**config.mk**
```make
export PLATFORM = sky130hd
export DESIGN_NAME = fifo_rd_packer_flat
export DESIGN_NICKNAME = d
export VERILOG_FILES = /design/src/rtl/fifo_rd_packer_pkg.sv /design/src/rtl/fifo_rd_packer_if.sv /design/src/rtl/fifo_rd_packer.sv /design/src/flat_wrapper.sv
export SDC_FILE = /design/constraint.sdc
export NUM_CORES = 1
export LEC_CHECK = 0
export ABC_AREA = 1
export ABC_CLOCK_PERIOD_IN_PS = 2130
export CORE_MARGIN = 2
export CORE_UTILIZATION = 53
export DETAILED_ROUTE_END_ITERATION = 12
export GPL_ROUTABILITY_DRIVEN = 0
export PLACE_DENSITY = 0.88
export SYNTH_ARGS = -nofsm -noshare
export SYNTH_HDL_FRONTEND = slang
export SYNTH_SLANG_ARGS = --single-unit
```
**constraint.sdc**
```tcl
create_clock -name r_clk -period 2.13 [get_ports r_clk]
set_input_delay 0.426 -clock r_clk [delete_from_list [all_inputs] [get_ports r_clk]]
set_output_delay 0.426 -clock r_clk [all_outputs]
set_load 0.005 [all_outputs]
```
**src/rtl/fifo_rd_packer_pkg.sv**
```systemverilog
// Shared types and helpers for the FIFO read-side packer.
// Holds the FSM state encoding, the lane-keep mask helper and the default word width.
package fifo_rd_packer_pkg;

  localparam int DW_DEF   = 4;
  localparam int PACK_DEF = 4;

  typedef enum logic {
    S_FILL  = 1'b0,
    S_FLUSH = 1'b1
  } state_e;

  // Low cnt lanes set; callers truncate to their lane count.
  function automatic logic [31:0] keep_mask(input logic [31:0] cnt);
    return (32'd1 << cnt) - 32'd1;
  endfunction

endpackage

```
**src/rtl/fifo_rd_packer_if.sv**
```systemverilog
// FIFO read port plus packed output stream seen by fifo_rd_packer.
// master = the packer side, slave = the FIFO/downstream environment side.
interface fifo_rd_packer_if
  import fifo_rd_packer_pkg::*;
#(
  parameter int DW   = DW_DEF,
  parameter int PACK = PACK_DEF
);
  localparam int ODW = DW * PACK;

  logic [DW-1:0]   fifo_dat;
  logic            fifo_empty;
  logic            fifo_ren;
  logic [ODW-1:0]  m_dat;
  logic [PACK-1:0] m_keep;
  logic            m_last;
  logic            m_valid;
  logic            m_ready;

  modport master (
    input  fifo_dat, fifo_empty, m_ready,
    output fifo_ren, m_dat, m_keep, m_last, m_valid
  );

  modport slave (
    output fifo_dat, fifo_empty, m_ready,
    input  fifo_ren, m_dat, m_keep, m_last, m_valid
  );
endinterface

```
**src/rtl/fifo_rd_packer.sv**
```systemverilog
// Packs PACK first-word-fall-through FIFO words into one valid/ready beat; flush emits a keep-masked partial beat.
// Full beat registers on the PACK-th pop edge; under backpressure the accumulator holds PACK-1 lanes and pops stall.
module fifo_rd_packer
  import fifo_rd_packer_pkg::*;
#(
  parameter int DW   = DW_DEF,
  parameter int PACK = PACK_DEF
)(
  input  logic             r_clk,
  input  logic             r_rstn,
  input  logic             flush,
  output logic             busy,
  fifo_rd_packer_if.master bus
);
  localparam int ODW = DW * PACK;
  localparam int CW  = (PACK > 1) ? $clog2(PACK) : 1;

  state_e          state;
  logic [ODW-1:0]  acc;
  logic [CW-1:0]   cnt;
  logic            flush_pend;
  logic [ODW-1:0]  m_dat_q;
  logic [PACK-1:0] m_keep_q;
  logic            m_last_q;
  logic            m_valid_q;

  logic out_free;
  logic cnt_full;
  logic pop;

  assign out_free = !m_valid_q || bus.m_ready;
  assign cnt_full = (cnt == CW'(PACK - 1));

  // The last lane may only be popped when the output register can take the beat.
  assign pop = r_rstn && (state == S_FILL) && !bus.fifo_empty && (!cnt_full || out_free);

  assign bus.fifo_ren = pop;
  assign bus.m_dat    = m_dat_q;
  assign bus.m_keep   = m_keep_q;
  assign bus.m_last   = m_last_q;
  assign bus.m_valid  = m_valid_q;

  assign busy = (cnt != '0) || m_valid_q || flush_pend;

  always_ff @(posedge r_clk or negedge r_rstn) begin
    if (!r_rstn) begin
      state      <= S_FILL;
      acc        <= '0;
      cnt        <= '0;
      flush_pend <= 1'b0;
      m_dat_q    <= '0;
      m_keep_q   <= '0;
      m_last_q   <= 1'b0;
      m_valid_q  <= 1'b0;
    end else begin
      // Default drop of valid after a transfer; a new beat load below overrides it.
      if (m_valid_q && bus.m_ready) begin
        m_valid_q <= 1'b0;
      end

      case (state)
        S_FILL: begin
          if (pop) begin
            if (!cnt_full) begin
              acc[int'(cnt)*DW +: DW] <= bus.fifo_dat;
              cnt                     <= cnt + CW'(1);
            end else begin
              m_dat_q   <= {bus.fifo_dat, acc[ODW-DW-1:0]};
              m_keep_q  <= '1;
              m_last_q  <= 1'b0;
              m_valid_q <= 1'b1;
              acc       <= '0;
              cnt       <= '0;
            end
          end
          if (flush || flush_pend) begin
            state      <= S_FLUSH;
            flush_pend <= 1'b1;
          end
        end

        S_FLUSH: begin
          // Further flush pulses here are absorbed into the pending one.
          if (out_free) begin
            if (cnt != '0) begin
              m_dat_q   <= acc;
              m_keep_q  <= PACK'(keep_mask(32'(cnt)));
              m_last_q  <= 1'b1;
              m_valid_q <= 1'b1;
            end
            acc        <= '0;
            cnt        <= '0;
            flush_pend <= 1'b0;
            state      <= S_FILL;
          end
        end

        default: state <= S_FILL;
      endcase
    end
  end

endmodule

```
**src/flat_wrapper.sv**
```systemverilog
// flat-port wrapper written by rule: the top's interface ports become plain ports
module fifo_rd_packer_flat import fifo_rd_packer_pkg::*;
#(
  parameter int DW   = DW_DEF,
  parameter int PACK = PACK_DEF
)
  (r_clk, r_rstn, flush, busy, bus_fifo_dat, bus_fifo_empty, bus_m_ready, bus_fifo_ren, bus_m_dat, bus_m_keep, bus_m_last, bus_m_valid);
  fifo_rd_packer_if #(.DW(DW), .PACK(PACK)) bus_i ();
  input  logic r_clk;
  input  logic r_rstn;
  input  logic flush;
  output logic busy;
  input wire logic [$bits(bus_i.fifo_dat)-1:0] bus_fifo_dat;
  input wire logic [$bits(bus_i.fifo_empty)-1:0] bus_fifo_empty;
  input wire logic [$bits(bus_i.m_ready)-1:0] bus_m_ready;
  output wire logic [$bits(bus_i.fifo_ren)-1:0] bus_fifo_ren;
  output wire logic [$bits(bus_i.m_dat)-1:0] bus_m_dat;
  output wire logic [$bits(bus_i.m_keep)-1:0] bus_m_keep;
  output wire logic [$bits(bus_i.m_last)-1:0] bus_m_last;
  output wire logic [$bits(bus_i.m_valid)-1:0] bus_m_valid;
  assign bus_i.fifo_dat = bus_fifo_dat;
  assign bus_i.fifo_empty = bus_fifo_empty;
  assign bus_i.m_ready = bus_m_ready;
  assign bus_fifo_ren = bus_i.fifo_ren;
  assign bus_m_dat = bus_i.m_dat;
  assign bus_m_keep = bus_i.m_keep;
  assign bus_m_last = bus_i.m_last;
  assign bus_m_valid = bus_i.m_valid;
  fifo_rd_packer #(.DW(DW), .PACK(PACK)) u_core (.r_clk(r_clk), .r_rstn(r_rstn), .flush(flush), .busy(busy), .bus(bus_i));
endmodule
```
---- Word level (Yosys, flattened, before mapping) ----
Index checks and enable logic that the tools add are counted.
word-level totals
  flip-flop bits (word level) ............. 42
  input port bits ......................... 9
  output and inout port bits .............. 24
  word-level logic and storage cells ...... 73
cells by class
  add/subtract/negate cells ............... 3
  eq/ne operators ......................... 6
  shift operators ......................... 3
  muxes and demuxes ....................... 36
  bitwise operators ....................... 1
  reductions and logical operators ........ 16
operators with widths
  kind                                                   count
  two-way mux 16 bit                                     7
  case mux 16 bit (2 select lines)                       2
  negation 4 -> 33 bit                                   1
  variable shift 4 x 33 -> 16 bit, first input constant  1
  indexed part select 4 x 33 -> 16 bit                   1
  bitwise mux 16 bit                                     1
  two-way mux 4 bit                                      4
  two-way mux 1 bit                                      13
  != test 2 bit, second input constant                   4
  case mux 1 bit (2 select lines)                        4
  case mux 4 bit (2 select lines)                        1
  two-way mux 2 bit                                      3
  logical OR 1 bit                                       5
  logical AND 1 bit                                      4
  case mux 2 bit (2 select lines)                        1
  AND reduction 2 bit                                    2
  AND reduction 4 bit                                    1
  left shift 1 x 2 -> 4 bit, first input constant        1
  subtractor 4 x 1 -> 4 bit, second input constant       1
  zero test 1 bit                                        3
  adder 2 x 1 -> 2 bit, second input constant            1
  equality test 2 bit, second input constant             1
  != test 2 x 1 -> 1 bit, second input constant          1
  nonzero test 2 bit                                     1
  NOT 1 bit                                              1

---- Longest topological paths before layout ----
  depth in word-level cells ............... 6
  gate-level depth with buffers ........... 10
  mapped depth without buffers ............ 8

---- Worst setup path after synthesis ----
OpenSTA, ideal clock, no wires.
  path type ............................... reg2out
  from .................................... register u_core.cnt[0]
  to ...................................... output port busy
  arrival ................................. 1.390 ns
  data required time ...................... 1.704 ns
  path slack .............................. 0.314 ns
  stages on the path, launching flop included .. 6
  path buffers ............................ 1
  path through ............................ dfrtp_1 > clkbuf_1 > inv_1 > ha_1 > inv_1 > or3_1
between the ends
  word-level cells in the longest chain between the ends .. 3
ends and longest elaborated chain
  element                        RTL line              text
  start, declared                fifo_rd_packer.sv:20  logic [CW-1:0] cnt;
  start signal, assigned         fifo_rd_packer.sv:66  cnt <= cnt + CW'(1);
  nonzero test 2 bit             fifo_rd_packer.sv:43  assign busy = (cnt != '0) || m_valid_q || flush_pend;
  logical OR 1 bit (2 in a row)  fifo_rd_packer.sv:43
  end, declared                  flat_wrapper.sv:12    output logic busy;
No other way between the ends.

---- Final worst setup path ----
  from .................................... register u_core.cnt[1]
  to ...................................... output port busy
The elaborated chain is that of the path after synthesis.

==> out/metrics.yaml <==
max_freq_ghz: 0.496
met2_usage: 0.379
synth-xor-area-share: 0
drive_above_1_share: 0.134
antenna_cells: 0
p_int_uw: 2040
pwr-share-comb: 0.509
worst_pin_slew_ns: 0.512
synth_compound_area_frac: 0.0223
power_uw: 3450
core_area_um2: 3940
antenna_left: 0
p_clk_frac: 0.180
endpoint: "busy"
fin_crit_ns: 2.02
routed-via-count: 1784
outcome: "completed"
cts_tree: "built"
synthCells: 257
critPathCaptureType: "output pin"
root_buffer: "clkbuf_8"
seqCellArea_um2: 1050
htree_levels: 2
drt_iter0_drc: 157
grt_busiest_layer: "met2"
finalCritPeriodShare: 0.947
synth_fp_nets: 273
die_h_um: 67.4
cp-start-kind: "flip-flop"
crit_type: "flip-flop to output pin"
r2r_setup_slack_ns: 0.40
grt_pass1_vias: 1699
clock_skew_ns: 0.00906
critPathLaunch: "u_core.cnt[1]"
die_w_um: 67.4
dpl.hpwl_um: 3070
fp-row-count: 23
ir_worst_vdd_mv: 1.03
grt_max_degree: 43
p_per_area_nw_per_um2: 1300
multi_input_area_um2: 956
drt_first_pass_iters: 4
synth_cell_type_count: 22
clk_pin_slew_worst_paths_ns: 0.08
drt_drc_violations_left: 0
power_switching_uw: 1410
power.share.switching: 0.409
synth_seq_cells: 42
viasPerCell: 5.11
antenna_found_initial: 0
worstReg2RegEnd: "u_core.acc[14]"
grt_pass1_wl_um: 7690
regToRegStartpoint: "u_core.cnt[0]"
drv_slew: 0
min_path_type: "input pin to asynchronous set/reset pin"
finalHoldViolations: 0
leakage_uw: 0.00138
seqPwrFrac: 0.311
ys_seq_area_frac: 0.493
crit_fanout: 4
pin_count: 33
portBuffers: 32
cts_made_buffers: 5
crit_arrival_ns: 1.59
nNetsFinal: 314
use_met1: 0.290
reg2reg_depth: 9
drv_cap: 0
fin_tns_setup_ns: 0
wire_per_inst_um: 12.7
synth-simple-area-share: 0.380
grt_setup_unrepaired: "false"
ys_warn_count: 0
slew_headroom: 0.659
die-area_um2: 4550
area_growth_pct: 24.0
cts.sinks: 42
final_util: 0.671
clock_latency_ns: 0.30
dp_cells: 338
synthesis.area_um2: 2130
synth_mux_area_frac: 0
cp.required_ns: 1.70
fin_cells: 349
wl_um: 4430
start_util: 0.541
grt_util_met3: 0.0633
synthAdderAreaFrac: 0.0411
synth_top_family_by_area: "simple AND/OR/NAND/NOR gates"
setup_violations: 0
synth.avg_cell_area_um2: 8.30
grt.total_usage: 0.232
cts_buffer_depth: 2
fillers: 315
overflow: 0
[synthesized netlist by cell type]
cell | n | area share
a21oi_1 | 1 | 0.0023
a21oi_4 | 1 | 0.0076
buf_4 | 3 | 0.011
buf_6 | 6 | 0.032
clkbuf_1 | 1 | 0.0018
dfrtp_1 | 42 | 0.49
ha_1 | 7 | 0.041
inv_1 | 9 | 0.016
inv_6 | 1 | 0.0041
nand2_1 | 98 | 0.17
nand2_2 | 5 | 0.015
nand2_4 | 2 | 0.011
nand3_1 | 48 | 0.11
nor2_1 | 21 | 0.037
nor2_4 | 1 | 0.0053
nor2_8 | 1 | 0.0094
o21ai_0 | 3 | 0.0070
o21ai_1 | 1 | 0.0023
o22ai_1 | 1 | 0.0029
or2_2 | 1 | 0.0029
or2_4 | 3 | 0.012
or3_1 | 1 | 0.0029
[how the worst min path moves through the flow]
stage / endpoint / startpoint / depth (start not counted) / slack [ns]
2_1_floorplan: u_core.acc[0] / r_rstn / 0 / 0.13
3_3_place_gp: u_core.bus.m_keep[0] / u_core.bus.m_keep[0] / 2 / 0.45
3_5_place_dp: u_core.bus.m_keep[0] / u_core.bus.m_keep[0] / 2 / 0.45
4_1_cts: u_core.bus.m_keep[0] / r_rstn / 2 / 0.27
5_1_grt: u_core.bus.m_dat[8] / r_rstn / 2 / 0.28
6_report: u_core.bus.m_dat[8] / r_rstn / 2 / 0.24
[power by group through the flow]
| stage | clock, uW | sequential (uW) | combinational [uW] |
|---|---|---|---|
| after CTS | 631 | 1070 | 1760 |
| after detailed placement | 0 | 1080 | 1700 |
| final | 621 | 1070 | 1760 |
| after global routing | 675 | 1100 | 1970 |
| after global placement | 0 | 1070 | 1650 |
| after floorplan | 0 | 1080 | 1220 |
[cell usage in the layout, fill, tap and decap left out, drive strengths merged]
cell | Yosys | final
clkbuf | 1 | 6
o21ai | 4 | 4
ha | 7 | 7
buf | 9 | 13
nand3 | 48 | 48
dfrtp | 42 | 42
o22ai | 1 | 1
bufinv | 0 | 1
clkdlybuf4s50 | 0 | 29
or2 | 4 | 4
inv | 10 | 10
or3 | 1 | 1
a21oi | 2 | 2
nor2 | 23 | 23
clkinvlp | 0 | 1
nand2 | 105 | 105
dlymetal6s2s | 0 | 1
dlygate4sd2 | 0 | 1
[registers in the layout, summed over array words and instances, names as in the netlist]
signal	count
u_core.bus.m_keep	4
u_core.flush_pend	1
u_core.bus.m_valid	1
u_core.acc	16
u_core.bus.m_last	1
u_core.cnt	2
u_core.bus.m_dat	16
u_core.state	1
[metal layers]
| layer | part of all wire | wire length [um] |
|---|---|---|
| met3 | 0.054 | 241 |
| met5 | 0 | 0 |
| met4 | 0.015 | 67 |
| met1 | 0.43 | 1900 |
| met2 | 0.50 | 2220 |
[final cells by class]
type | instances | share of cell area
Sequential cell | 42 | 0.397
Multi-Input combinational cell | 195 | 0.361
Timing Repair Buffer | 44 | 0.160
Clock buffer | 6 | 0.0274
Tap cell | 50 | 0.0237
Inverter | 10 | 0.0161
Clock inverter | 2 | 0.0142
[cell families after synthesis]
| logic type | Yosys count |
|---|---|
| AND/OR/NAND/NOR | 181 |
| adder cells (fa/ha/maj) | 7 |
| buffers and inverters | 20 |
| AO/OA/AOI/OAI | 7 |
| flip-flops | 42 |
[stage by stage]
stage,setup WS (ns),hold slack [ns],instance area [um2]
2_1_floorplan,0.314,0.130,2130
3_3_place_gp,0.124,0.448,2500
3_5_place_dp,0.0921,0.453,2500
4_1_cts,0.0230,0.267,2650
5_1_grt,0.0137,0.285,2650
6_report,0.114,0.238,2650
[critical path, stage by stage, from the launching register on]
cell           delay, ns
dfrtp_1             0.43
inv_2               0.08
ha_2                0.17
inv_1               0.05
or3_1               0.29
dlygate4sd2_1       0.27
[timing repair]
action,in CTS,in global routing
pin swaps,1,0
gates cloned,0,0
endpoints found under the setup margin,2,1
gates resized for setup,7,1
hold buffers,0,0
setup buffers,4,0
Power figures use the tool's default switching activity.
==> RTL edit 1 (same flow settings) <==
Change the package constant `PACK_DEF` from 4 to 8.
--- a/src/rtl/fifo_rd_packer_pkg.sv
+++ b/src/rtl/fifo_rd_packer_pkg.sv
@@ -3,7 +3,7 @@
 package fifo_rd_packer_pkg;
 
   localparam int DW_DEF   = 4;
-  localparam int PACK_DEF = 4;
+  localparam int PACK_DEF = 8;
 
   typedef enum logic {
     S_FILL  = 1'b0,
Interface: changed (resized bus_m_dat and bus_m_keep); port bits go from 33 to 53. No check against the original RTL was run, so the function may have changed too.
==> RTL edit 1 against the unedited design <==
Total power rose by 60%. Area after synthesis increased by 74%. Critical path type unchanged. Clock power increased by 93%. Largest power group unchanged. Routed wire length is 93% higher. Via count rose by 82%. Final area rose by 74%. Die area increased by 69%. Sequential cell count increased by 37. Highest routed layer unchanged. First-iteration DRC count rose by 95%. Setup slack lost 0.082 ns.
==> RTL edit 1: results (changes against the unedited design) <==
Outcome
  – Result of the run: finished, final reports clean

Setup path
  – Worst setup startpoint: u_core.cnt[0]
  – Endpoint of the worst register-to-register path: u_core.bus.m_dat[18]
  – Endpoint arrival time on the critical path: 1.67 ns (+0.08 ns)
  – Internal reg-to-reg setup slack: 0.15 ns (-0.25 ns)
  – Cell count of the worst reg-to-reg path: 10 (+1)

Placed design
  – Placed Area: 0.00435 mm2 (+74%)
  – Pre-CTS WS: 0.0259 ns (-0.0662 ns)
  – Post-DP HPWL: 5960 um (+94%)

Global routing
  – Vias in the first global route: 3075 (+81%)
  – Pin count of the biggest net entering global routing: 80 (+86%)
  – Aggregate global-route resource usage: 23.7% (+0.45 points)
  – Global-route wire length before repair: 14100 um (+83%)

Synth
  – Unique cell type count in the Yosys netlist: 29 (+32%)
  – Portion of the post-synthesis area used by sequential elements: 53.4% (+4.1 points)
  – Synth Net Count: 465 (+70%)
  – Seq cells post-synth: 79 (+88%)
  – Commonest cells in the netlist: 189 x sky130_fd_sc_hd__nand2_1, 79 x sky130_fd_sc_hd__dfrtp_1, 40 x sky130_fd_sc_hd__nor2_1
  – Biggest area contributors in the synthesized netlist: sky130_fd_sc_hd__dfrtp_1 53%, sky130_fd_sc_hd__nand2_1 19%, sky130_fd_sc_hd__nand3_1 4.6%, sky130_fd_sc_hd__nor2_1 4.1%, sky130_fd_sc_hd__ha_1 3.4%
  – Mean instance size in the synthesized netlist: 8.31 um2 (about the same)

Clock network
  – Post-CTS setup buffers: 1 (-3)
  – Clock network latency to the later pin of the worst-skew pair: 0.36 ns (+0.06 ns)
  – Number of gates resized after CTS: 8 (+1)
  – Total clock buffers created by CTS: 9 (+4)
  – Htree depth: 3 (+1)

Route
  – Total number of vias: 3252 (+82%)
  – Starting DRT DRC Count: 306 (+95%)
  – Post-DR vias/cell: 5.28 (+3.3%)
  – Drt pass-1 iters: 6 (+2)

Cells and area
  – Fraction of standard cell area that is sequential: 42.9% (+3.2 points)
  – Buffers, non-clock: 71 (+61%)
  – Buffering overhead: 14.6% (-1.4 points)
  – Multi-input comb cells: 325 (+67%)
  – Inverters excl. clock: 29 (+19)
  – Final-layout clock buffer total: 11 (+5)
  – Share of cells above drive strength 1: 11.3% (-2.0 points)
  – Combined flip-flop and latch cell area: 0.00198 mm2 (+88%)
  – Relative area of clock buffers and inverters in the final design: 4.64% (+0.48 points)

STA
  – Post-Route Skew: 0.00790 ns (-0.00116 ns)
  – Final hold slack: 0.287 ns (+0.0493 ns)
  – Final cycle utilization of the critical path: 98.5% (+3.9 points)

Pwr
  – Combinational-cell power consumption: 2480 uW (+41%)
  – Internal power: 3350 uW (+64%)
  – Power of the clock network: 1200 uW (+93%)
  – Total chip power: 5530 uW (+60%)
  – Maximum resistive drop on vdd: 0.952 mV (-8.0%)

Die
  – Standard-cell row count: 30 (+30%)
[RTL edit 1: cell count changes after synthesis, sizes merged, moves of 13 or more]
cell,delta
dfrtp,+37
nor2,+20
o21ai,+17
nand2,+87
nand3,-13
inv,+19
[RTL edit 1: layer usage]
layer / track usage [%] / routed length, um
met1: 32.1 / 3750
met2: 37.0 / 4080
met3: 5.56 / 549
met4: 10.1 / 191
met5: 0 / 0
[RTL edit 1: critical path, cell delays in order, from the launching register on]
cell	delay [ns]
sky130_fd_sc_hd__dfrtp_1	0.40
sky130_fd_sc_hd__buf_4	0.15
sky130_fd_sc_hd__inv_2	0.08
sky130_fd_sc_hd__ha_4	0.16
sky130_fd_sc_hd__ha_2	0.20
sky130_fd_sc_hd__nand3_1	0.08
sky130_fd_sc_hd__dlygate4sd2_1	0.26
[RTL edit 1: cell families after synthesis]
group / share of synthesized area (%)
DFF: 53.4
and+or+nand+nor: 31.1
xor gates and xnor gates: 0.473
AOI/OAI and AO/OA: 5.40
adders and majority gates: 3.38
buffers and inverters: 6.28
==> RTL edit 2 (same settings) <==
Made on the original files. Reset style: synchronous (`r_rstn`), changed in one clocked block.
--- a/src/rtl/fifo_rd_packer.sv
+++ b/src/rtl/fifo_rd_packer.sv
@@ -42,7 +42,7 @@
 
   assign busy = (cnt != '0) || m_valid_q || flush_pend;
 
-  always_ff @(posedge r_clk or negedge r_rstn) begin
+  always_ff @(posedge r_clk) begin
     if (!r_rstn) begin
       state      <= S_FILL;
       acc        <= '0;
Check against the original RTL: differs if r_rstn is asserted again (counterexample within 4 cycles, from zero or initial values and one cycle with r_rstn low); with r_rstn held inactive, the same outputs for 4 cycles.
==> RTL edit 2 against the unedited design <==
Routed wire length fell by 1.6%. Via count rose by 4.5%. Final cell count rose by 4.0%. Synthesized cell count rose by 8.6%. Maximum frequency fell by 1.3%. Setup slack got worse by 0.027 ns. Final area fell by 6.8%. Area after synthesis fell by 5.5%. Register-to-register slack got worse by 0.06 ns. Sequential cell count did not move. Critical path type unchanged.
Power is not compared: it rests on default switching activity, and its combinational part moved more than twofold at a synthesized area within 25%.
==> RTL edit 2: results (changes against the unedited design) <==
Outcome
  – Result of the run: finished, final reports clean

Clock network
  – Worst-path clk slew: 0.08 ns (about the same)
  – Clock root buffer: sky130_fd_sc_hd__clkbuf_8
  – Clock network latency to the later pin of the worst-skew pair: 0.29 ns
  – Post-CTS setup buffers: 0 (-4)

Global routing
  – Met1 track utilization from global routing: 27.3% (-1.6 points)
  – Met3 demand-to-capacity share in global routing: 5.14% (-1.2 points)
  – Aggregate global-route resource usage: 23.0% (-0.24 points)
  – Vias in the first global route: 1771 (+4.2%)
  – Global-route wire length before repair: 7690 um (about the same)
  – Global-route track usage on met2: 40.0% (+2.2 points)
  – Pin count of the biggest net entering global routing: 25 (-42%)

Pwr
  – Leakage dissipation: 0.000997 uW

Placed design
  – Placed Area: 0.00237 mm2 (-5.0%)
  – Buffers added on ports: 32 (unchanged)
  – Post-DP HPWL: 3060 um (-0.55%)

Worst hold path
  – Min-Delay Path Class: reg -> reg

Setup path
  – Reg2Reg Launch Point: u_core.cnt[0]
  – Cell count of the worst reg-to-reg path: 8 (-1)
  – Endpoint of the worst register-to-register path: u_core.bus.m_dat[9]
  – Worst setup startpoint: u_core.cnt[1]
  – Internal reg-to-reg setup slack: 0.34 ns (-0.06 ns)
  – Maximum fanout count along the critical path: 5 (+1)

Route
  – Post-DR vias/cell: 5.14 (+0.51%)
  – Routed length per instance: 12.0 um (-5.4%)
  – Starting DRT DRC Count: 66 (-58%)

Cells and area
  – Count of fill cells added during filler insertion: 320 (+1.6%)
  – Non-filler cells in the finished layout: 363 (+4.0%)
  – Final Net Count: 330 (+5.1%)
  – Share of cells above drive strength 1: 9.52% (-3.9 points)

Synth
  – Adder-Cell Fraction of Synth Area: 4.35% (+0.24 points)
  – Unique cell type count in the Yosys netlist: 22 (unchanged)
  – Compound-Gate Fraction of Synth Area: 12.2% (+9.9 points)
  – Portion of the post-synthesis area used by sequential elements: 41.7% (-7.6 points)
  – Post-Syn Instances: 279 (+8.6%)
  – Biggest area contributors in the synthesized netlist: sky130_fd_sc_hd__dfxtp_1 42%, sky130_fd_sc_hd__nand2_1 12%, sky130_fd_sc_hd__nand3_1 9.4%, sky130_fd_sc_hd__a21oi_1 8.9%, sky130_fd_sc_hd__inv_1 5.0%
  – Commonest cells in the netlist: 63 x sky130_fd_sc_hd__nand2_1, 42 x sky130_fd_sc_hd__dfxtp_1, 38 x sky130_fd_sc_hd__nand3_1
  – Synth Net Count: 295 (+8.1%)
  – Async SR Flop Fraction: 0% (-100 points)

STA
  – Post-Route Skew: 0.00321 ns (-0.00585 ns)
  – Worst-margin pin slew: 0.773 ns (+0.261 ns)
[RTL edit 2: changes by cell type in the layout (fill, tap and decap cells not counted), sizes merged, moves of 2 or more]
| cell | delta |
|---|---|
| a21oi | +36 |
| buf | -4 |
| clkdlybuf4s50 | +2 |
| dfrtp | -42 |
| dfxtp | +42 |
| inv | +18 |
| nand2 | -37 |
| nand3 | -10 |
| nand4 | +4 |
| nor2 | +8 |
| nor3 | +2 |
| o21ai | +4 |
| or2 | -4 |
[RTL edit 2: stage by stage]
step	worst slack, ns	hold slack (ns)
final	0.0865	0.448
after global routing	0.00989	0.468
after CTS	0.0159	0.450
after detailed placement	-0.00878	0.439
after global placement	0.0175	0.436
after floorplan	0.528	0.440
[RTL edit 2: layout make-up]
type / instances / area [um2] / area share, %
timing repair buffer: 41 / 399 / 16.2
clock inverter: 1 / 5.00 / 0.203
sequential: 42 / 843 / 34.2
clock buffer: 7 / 86.3 / 3.50
multi-input combinational: 196 / 967 / 39.2
inverter: 28 / 105 / 4.26
tap: 48 / 60.1 / 2.44
[RTL edit 2: worst min path at each step]
stage | startpoint | end | cells past startpoint
6_report | u_core.bus.m_keep[0] | u_core.bus.m_keep[0] | 2
5_1_grt | u_core.bus.m_keep[0] | u_core.bus.m_keep[0] | 2
4_1_cts | u_core.bus.m_keep[0] | u_core.bus.m_keep[0] | 2
3_5_place_dp | u_core.bus.m_keep[0] | u_core.bus.m_keep[0] | 2
3_3_place_gp | u_core.bus.m_keep[0] | u_core.bus.m_keep[0] | 2
2_1_floorplan | u_core.acc[7] | u_core.acc[7] | 2
[RTL edit 2: power by group]
| group | switching, uW | internal, uW | leakage (uW) | total [uW] |
|---|---|---|---|---|
| Sequential | 28.0 | 830 | 0.000342 | 858 |
| Combinational | 215 | 140 | 0.000606 | 355 |
| Clock | 262 | 261 | 0.0000482 | 524 |
| Total | 505 | 1230 | 0.000997 | 1740 |
[RTL edit 2: worst max-delay path, cell delays in order, from the launching register on]
cell                              delay [ns]
sky130_fd_sc_hd__dfxtp_2                0.37
sky130_fd_sc_hd__inv_1                  0.10
sky130_fd_sc_hd__ha_1                   0.27
sky130_fd_sc_hd__nand2_1                0.09
sky130_fd_sc_hd__clkdlybuf4s50_1        0.49
[RTL edit 2: layer usage]
| metal | wire [um] | vias to the layer above | share of wire (%) |
|---|---|---|---|
| li1 | - | 964 | - |
| met1 | 1960 | 847 | 45 |
| met2 | 2140 | 46 | 49 |
| met3 | 191 | 8 | 4.4 |
| met4 | 71 | 0 | 1.6 |
| met5 | 0 | - | 0 |
[RTL edit 2: repair_timing]
| action | CTS | global route |
|---|---|---|
| setup endpoints to repair | 1 | 1 |
| gates resized for setup | 1 | 2 |
| pin swaps | 0 | 0 |
